## config.mk

```make
export PLATFORM = sky130hd
export DESIGN_NAME = cache_fill_fsm
export DESIGN_NICKNAME = d
export VERILOG_FILES = /design/src/rtl/cache_pkg.sv /design/src/rtl/cache_fill_fsm_counter.sv /design/src/rtl/cache_fill_fsm.sv
export SDC_FILE = /design/constraint.sdc
export NUM_CORES = 1
export LEC_CHECK = 0
export CAP_MARGIN = 20
export CORE_UTILIZATION = 37
export CTS_BUF_LIST = sky130_fd_sc_hd__clkbuf_16
export DETAILED_ROUTE_END_ITERATION = 6
export PLACE_DENSITY_LB_ADDON = 0.1
export SETUP_SLACK_MARGIN = 0.4
export SLEW_MARGIN = 40
export SYNTH_ARGS = -nofsm -noshare
export SYNTH_HDL_FRONTEND = slang
export SYNTH_SLANG_ARGS = --single-unit
export TNS_END_PERCENT = 10
```

## constraint.sdc

```tcl
create_clock -name clk -period 1.45 [get_ports clk]
set_clock_uncertainty 0.2 [all_clocks]
set_input_delay 0.435 -clock clk [delete_from_list [all_inputs] [get_ports clk]]
set_output_delay 0.435 -clock clk [all_outputs]
set_load 0.05 [all_outputs]
```

## src/rtl/cache_pkg.sv

```systemverilog
// Shared types and geometry for the cache line-fill sequencer.
// Latency: n/a (declarations only).
// Backpressure: n/a.
//
// Geometry: 128 lines of 16 B, address = tag[15:11] | index[10:4] | offset[3:0].
package cache_pkg;

    typedef enum logic {
        IDLE = 1'b0,
        FILL = 1'b1
    } state_t;

    localparam int WORDS_PER_BLOCK = 8;   // 16-bit words per line
    localparam int OFFSET_BITS     = 4;   // byte-offset bits per line
    localparam int INDEX_BITS      = 7;
    localparam int TAG_BITS        = 5;
    localparam int WORD_OFF_BITS   = 3;   // word slot within a line

endpackage

```

## src/rtl/cache_fill_fsm_counter.sv

```systemverilog
// Resettable, enable-gated up-counter with clear that saturates at MAX_VAL.
// Latency: count updates on the clock edge following clr/en.
// Backpressure: none; en simply holds the count when low.
//
// Ports:
//   clk  - clock
//   rst  - synchronous active-low reset
//   clr  - synchronous clear, wins over en
//   en   - count enable
//   cnt  - current count
module fill_counter #(
    parameter int WIDTH   = 4,
    parameter int MAX_VAL = 8
) (
    input  logic             clk,
    input  logic             rst,
    input  logic             clr,
    input  logic             en,
    output logic [WIDTH-1:0] cnt
);

    localparam logic [WIDTH-1:0] MAX_CNT = WIDTH'(MAX_VAL);

    always_ff @(posedge clk) begin
        if (!rst) begin
            cnt <= '0;
        end else if (clr) begin
            cnt <= '0;
        end else if (en && (cnt != MAX_CNT)) begin
            cnt <= cnt + 1'b1;
        end
    end

endmodule

```

## src/rtl/cache_fill_fsm.sv

```systemverilog
// Cache miss fill sequencer: fetches one line as WORDS_PER_BLOCK words, writes data then tag.
// Latency: first request the cycle after the miss is sampled; busy for 8+L cycles at memory latency L.
// Backpressure: memory accepts one request per cycle; the pipeline is held via fsm_busy.
//
// Ports:
//   clk, rst          - clock, synchronous active-low reset
//   miss_detected     - tag-compare miss, sampled only in IDLE
//   miss_address      - byte address of the missing access
//   memory_data_valid - one returned word this cycle (ignored in IDLE)
//   fsm_busy          - fill in progress
//   memory_read       - read request this cycle, memory_address is the word address
//   write_data_array  - write returned word at fill_word_offset
//   write_tag_array   - write latched tag, valid=1, at latched index
module cache_fill_fsm
    import cache_pkg::*;
#(
    parameter int WORDS_PER_BLOCK = 8,
    parameter int ADDR_WIDTH      = 16,
    parameter int OFFSET_BITS     = 4
) (
    input  logic                                 clk,
    input  logic                                 rst,
    input  logic                                 miss_detected,
    input  logic [ADDR_WIDTH-1:0]                miss_address,
    input  logic                                 memory_data_valid,
    output logic                                 fsm_busy,
    output logic                                 memory_read,
    output logic [ADDR_WIDTH-1:0]                memory_address,
    output logic                                 write_data_array,
    output logic [$clog2(WORDS_PER_BLOCK)-1:0]   fill_word_offset,
    output logic                                 write_tag_array
);

    localparam int WB     = $clog2(WORDS_PER_BLOCK);
    localparam int BASE_W = ADDR_WIDTH - OFFSET_BITS;
    localparam int PAD    = OFFSET_BITS - WB;   // byte bits below the word index

    localparam logic [WB:0]   ISSUE_END = (WB+1)'(WORDS_PER_BLOCK);
    localparam logic [WB-1:0] LAST_WORD = WB'(WORDS_PER_BLOCK - 1);

    state_t              state;
    logic [BASE_W-1:0]   base;
    logic [WB:0]         issue_cnt;
    logic [WB-1:0]       ret_cnt;

    logic in_fill;
    logic take_miss;
    logic fill_done;
    logic issue_en;
    logic ret_en;

    // Byte offset of the missing access does not matter: the line is always filled from word 0.
    logic unused_miss_offset;
    assign unused_miss_offset = ^miss_address[OFFSET_BITS-1:0];

    assign in_fill   = (state == FILL);
    assign take_miss = (state == IDLE) && miss_detected;
    assign fill_done = in_fill && memory_data_valid && (ret_cnt == LAST_WORD);
    assign issue_en  = in_fill && (issue_cnt < ISSUE_END);
    assign ret_en    = in_fill && memory_data_valid;

    always_ff @(posedge clk) begin
        if (!rst) begin
            state <= IDLE;
            base  <= '0;
        end else begin
            case (state)
                IDLE: begin
                    if (miss_detected) begin
                        state <= FILL;
                        base  <= miss_address[ADDR_WIDTH-1:OFFSET_BITS];
                    end
                end
                FILL: begin
                    // A miss arriving with the last word is not taken here;
                    // it is sampled again from IDLE on the next edge.
                    if (fill_done) begin
                        state <= IDLE;
                    end
                end
                default: state <= IDLE;
            endcase
        end
    end

    // Request side: saturates one past the last word so memory_read drops cleanly.
    fill_counter #(
        .WIDTH   (WB + 1),
        .MAX_VAL (WORDS_PER_BLOCK)
    ) u_issue_cnt (
        .clk (clk),
        .rst (rst),
        .clr (take_miss || fill_done),
        .en  (issue_en),
        .cnt (issue_cnt)
    );

    // Return side: the clear on the final word doubles as the 7->0 wrap.
    fill_counter #(
        .WIDTH   (WB),
        .MAX_VAL (WORDS_PER_BLOCK - 1)
    ) u_ret_cnt (
        .clk (clk),
        .rst (rst),
        .clr (take_miss || fill_done),
        .en  (ret_en),
        .cnt (ret_cnt)
    );

    assign fsm_busy         = in_fill;
    assign memory_read      = issue_en;
    assign memory_address   = memory_read ? {base, issue_cnt[WB-1:0], {PAD{1'b0}}}
                                          : '0;
    assign write_data_array = ret_en;
    assign fill_word_offset = in_fill ? ret_cnt : '0;
    assign write_tag_array  = fill_done;

endmodule

```

==> results.toml, run 1 <==
[clocking]
cts_buffers = 3
root_buffer = "clkbuf_16"
cts_tree = "done"
cts_hold_buf = 0
cts_sinks = 20
clk_pin_slew_ns = 0.05
cts_max_level = 1
insertion_delay_ns = 0.25
cts_buffer_depth = 2

[routing]
ant_nets = 0
drc_errors = 0
drt-total-wl_mm = 2.60
vias = 985
drt_first_pass_iters = 4
wl_per_cell_um = 12.8
drt-initial-drc-count = 3
avgViaCountPerCell = 4.85

[setup_path]
reg2regPathDepth = 6
cp_max_fo = 6
critPathKind = "reg -> out"
timing.rr.end = "u_ret_cnt.cnt[0]"
cp.arrival_ns = 1.23
end_kind = "output pin"
startpoint_type = "register"
required_ns = 0.82
worstReg2RegStart = "u_ret_cnt.cnt[1]"
regToRegSetupSlack_ns = -0.12

[synth]
synth_most_common_cell = "nand2_1"
synth.avg_cell_area_um2 = 8.50
synth_edf_count = 0
synth_compound_area_share_pct = 12.6
synthCells = 116
synth_mux_area_share_pct = 1.02
netlist-cell-type-count = 28
synth-simple-area-share_pct = 32.9
ys_ff_latch = 20
netlist_top_cells_count = "nand2_1, dfxtp_1, and2_1, a21boi_0, nor2_1"
syn-num-nets = 140
yosysTopAreaCell = "dfxtp_1"
netlist_top_cells_area = "dfxtp_1, and2_1, nand2_1"
ys_warn_count = 0
ys_seq_area_share_pct = 40.6
netlist.area_leader.share_pct = 40.6
synth_ff_type = "dfxtp_1"
syn-cell-area_um2 = 986
synth_fa_ha_area_share_pct = 5.08
synth_top_family_by_area = "simple AND/OR/NAND/NOR gates"
synthXorXnorAreaFrac_pct = 1.78
async_flop_share_pct = 0

[placed_design]
preCtsSetupSlack_ns = -0.503
dpl-instance-area_mm2 = 0.00171
portBuffers = 37
gp_congestion = 0.704
hpwl_mm = 1.64

[sta]
rsz0062_at_grt = "yes"
setup_viol = 38
drv_slew = 0
period_needed_ns = 1.86
fin_crit_sh_pct = 128
setup_slack_ns = -0.411
tns_ns = -9.34
hold_violations = 0
timing.fmax_ghz = 0.537
whs_ns = 0.254

[die]
dieArea_mm2 = 0.00288
dieWidth_um = 53.6
core_area_mm2 = 0.00250
start_util_pct = 39.4
die_h_um = 53.6
pin_count = 43
fp-row-count = 18

[global_routing]
grt_pass1_wl_mm = 4.07
grt_max_degree = 15
antenna_found_initial = 0
grt_pass1_vias = 962
track_usage_pct = 20.0
grt_overflow = 0

[min_path]
hold_path_depth = 2
hold_path.startpoint = "base[8]"
holdPathEnd = "base[8]"
hold_class = "reg -> reg"

[final_layout]
fin_nets = 198
postLayoutCellArea_mm2 = 0.00197
area_growth_pct = 99.6
num-fill-cells = 152
drive_above_1_share_pct = 46.2
antennaDiodeCount = 0

[pwr]
power_density_mw_per_mm2 = 767
peakVddDrop_uv = 678
power_w = 0.00151
p_leak_nw = 0.839

[status]
status = "complete, but fails checks"
violations = "setup timing"

[job]
maxCapViolCount = 0
-- cells by family after synthesis --
family | count (synthesis)
compound gates | 18
xor+xnor | 2
fa+ha+maj | 4
buf+inv | 10
flops | 20
mux | 1
other cells | 1
simple gates | 60
-- cell type report --
| type | count | area, um^2 | share of cell area, % |
|---|---|---|---|
| Inverter | 3 | 11.3 | 0.572 |
| Sequential cell | 20 | 407 | 20.7 |
| Tap cell | 30 | 37.5 | 1.91 |
| Timing Repair Buffer | 60 | 812 | 41.3 |
| Clock inverter | 1 | 3.75 | 0.191 |
| Multi-Input combinational cell | 86 | 622 | 31.6 |
| Clock buffer | 3 | 75.1 | 3.81 |
-- metrics by stage --
step / cells / utilization, %
after floorplan: 116 / -
after global placement: 189 / 68.6
after detailed placement: 189 / 68.6
after CTS: 202 / 77.9
after global routing: 203 / 78.7
final: 203 / 78.7
-- repair_timing --
| action | in CTS | in global routing |
|---|---|---|
| hold endpoints to repair | 0 | 0 |
| gates cloned | 1 | 0 |
| resized for setup | 45 | 7 |
| setup buffers | 8 | 1 |
| setup endpoints to repair | 42 | 42 |
| pin swaps | 15 | 6 |
-- critical path, stage by stage, from the launching register on --
cell and delay (ns):
dfxtp_4 0.35, nor2b_4 0.20, buf_6 0.14, and2_4 0.16, buf_12 0.13
-- sequential cells by signal, indices dropped and copies added (netlist names) --
| name | flops |
|---|---|
| u_ret_cnt.cnt | 3 |
| u_issue_cnt.cnt | 4 |
| base | 12 |
| fsm_busy | 1 |
-- cells in the final DEF (no fill, tap or decap), types with 2 or more instances in the layout --
cell	count
and2_4	18
o21ai_0	2
buf_12	23
ha_4	2
ha_1	2
inv_1	3
a21boi_1	12
clkdlybuf4s50_1	14
dfxtp_1	17
buf_6	9
nand4b_1	2
dfxtp_2	2
clkbuf_16	3
nor2_1	4
a21oi_1	3
nand2_1	26
buf_4	12
-- power breakdown --
part	switching [W]	leakage (nW)	internal (W)
Sequential	0.0000170	0.165	0.000575
Clock	0.000187	0.0423	0.000366
Combinational	0.000168	0.632	0.000195
-- worst max path at each step --
stage | from | slack, ns | endpoint | cells after the start
4_1_cts | fsm_busy | -0.40 | memory_address[4] | 4
6_report | fsm_busy | -0.41 | memory_address[4] | 4
3_3_place_gp | memory_data_valid | -0.49 | write_data_array | 5
2_1_floorplan | fsm_busy | -0.32 | memory_address[1] | 4
5_1_grt | fsm_busy | -0.44 | memory_address[3] | 4
3_5_place_dp | memory_data_valid | -0.50 | write_data_array | 5
-- routing by layer --
layer / vias to the layer above / global-route usage, % / share of wire (%)
li1: 487 / - / -
met4: 0 / 11.0 / 2.2
met5: - / 0 / 0
met3: 6 / 3.11 / 4.4
met2: 33 / 35.2 / 50
met1: 459 / 22.8 / 43
Power figures use the tool's default switching activity.
==> run 2, diff against run 1 <==
--- a/config.mk
+++ b/config.mk
@@ -6,6 +6,7 @@
 export NUM_CORES = 1
 export LEC_CHECK = 0
 export CAP_MARGIN = 20
+export CORE_MARGIN = 3
 export CORE_UTILIZATION = 37
 export CTS_BUF_LIST = sky130_fd_sc_hd__clkbuf_16
 export DETAILED_ROUTE_END_ITERATION = 6
==> results.toml, run 2 (synthesized netlist as in run 1, its figures left out) <==
[final_layout]
fin_nets = 196
layout_common_cells = "nand2_1, buf_12, and2_4, dfxtp_1, clkdlybuf4s50_1"
layout_commonest_cell = "nand2_1"
instances_no_fill = 201
num-fill-cells = 145
regMostFlops = "base"
postLayoutCellArea_mm2 = 0.00196
largest_reg_flops = 12
area_growth_pct = 98.4
largestRegisters = "base x12, u_issue_cnt.cnt x4, u_ret_cnt.cnt x3"
antennaDiodeCount = 0
drive_above_1_share_pct = 48.0

[routing]
wl_per_cell_um = 12.4
vias = 942
avgViaCountPerCell = 4.69
drc_errors = 0
drt-total-wl_mm = 2.50
drt_first_pass_iters = 2
drt-initial-drc-count = 6
ant_nets = 0

[placed_design]
dpl-instance-area_mm2 = 0.00170
portBuffers = 37
hpwl_mm = 1.71
dpl.cell_count = 189
gp_congestion = 0.661

[die]
dieArea_mm2 = 0.00332
pin_count = 43
start_util_pct = 39.4
core_area_mm2 = 0.00250
dieWidth_um = 57.6
die_h_um = 57.6
fp-row-count = 18

[sta]
setup_viol = 39
tns_ns = -9.31
fin_crit_sh_pct = 129
hold_violations = 0
drv_slew = 0
rsz0062_at_grt = "yes"
period_needed_ns = 1.86
timing.fmax_ghz = 0.537
whs_ns = 0.251
setup_slack_ns = -0.414

[setup_path]
cpPeakStageDelay_ns = 0.34
cp_max_fo = 8
required_ns = 0.82
crit_chain = "nor2b_4 > buf_6 > and2_4 > buf_12"
critPathKind = "reg -> out"
end_kind = "output pin"
critPathSlowestCell = "dfxtp_4"
cp.arrival_ns = 1.23
startpoint_type = "register"
regToRegSetupSlack_ns = -0.12

[pwr]
peakVddDrop_uv = 803
power_w = 0.00149
p_comb_share_pct = 23.7
sw_frac_of_total_pct = 24.5
power.switching_w = 0.000366
power_density_mw_per_mm2 = 764
p_int_w = 0.00113
seq_power_share_pct = 39.5
clockPowerShare_pct = 36.8
p_leak_nw = 0.824

[global_routing]
grt_overflow = 0
grt_max_degree = 15
grtUsageMet3_pct = 2.67
grtUsageMet2_pct = 25.6
grt_pass1_vias = 975
busiest_layer = "met2"
track_usage_pct = 15.9
grt_util_met1_pct = 20.8
grt_pass1_wl_mm = 4.20
antenna_found_initial = 0

[clocking]
cts_tree = "done"
insertion_delay_ns = 0.24
cts_buffers = 3
cts_max_level = 1
cts_buffer_depth = 2
root_buffer = "clkbuf_16"
cts_sinks = 20
clk_pin_slew_ns = 0.05
cts_hold_buf = 0

[job]
maxCapViolCount = 0

[status]
violations = "setup timing"
status = "complete, but fails checks"

[min_path]
hold_class = "reg -> reg"
[run 2: worst max-delay path: cells and delay by family (launching register included)]
family | cells | cell delay (ns)
simple gates | 2 | 0.36
flops | 1 | 0.34
buf+inv | 2 | 0.29
[run 2: timing repair]
item / in CTS / in global routing
buffers inserted: 7 / 0
gates cloned: 1 / 0
hold endpoints to repair: 0 / 0
pin swaps: 17 / 4
setup endpoints to repair: 42 / 42
gates resized for setup: 44 / 10
[run 2: final cells by class]
type	count	area [um^2]	share of cell area (%)
multi-input cells	86	641	32.8
well taps	30	37.5	1.92
repair buffers	58	781	39.9
clock buffers	3	75.1	3.84
flip-flops and latches	20	407	20.8
clock inverters	1	3.75	0.192
inverters	3	11.3	0.576
[run 2: path summary, 6_finish.rpt]
path                    start            endpoint  cells past startpoint
min                   base[1]             base[1]                      2
max reg2reg  u_ret_cnt.cnt[1]  u_issue_cnt.cnt[3]                      7
min reg2reg           base[1]             base[1]                      2
max                  fsm_busy   memory_address[5]                      4
[run 2: power by group through the flow]
| stage | sequential (W) | clock, W | combinational [W] |
|---|---|---|---|
| global placement | 0.000599 | 0 | 0.000301 |
| global route | 0.000594 | 0.000575 | 0.000376 |
| CTS | 0.000590 | 0.000555 | 0.000348 |
| finish | 0.000590 | 0.000549 | 0.000354 |
| detailed placement | 0.000601 | 0 | 0.000306 |
| floorplan | 0.000605 | 0 | 0.000160 |
[run 2: metrics by stage]
stage	utilization (%)	setup slack, ns
final	78.2	-0.414
after global routing	78.2	-0.443
after CTS	77.3	-0.392
after detailed placement	68.1	-0.496
after global placement	68.1	-0.490
after floorplan	-	-0.316
[run 2: metal layers]
| metal | share of wire (%) | routed length [um] |
|---|---|---|
| met4 | 1.6 | 40 |
| met5 | 0 | 0 |
| met1 | 44 | 1100 |
| met3 | 5.6 | 141 |
| met2 | 49 | 1210 |
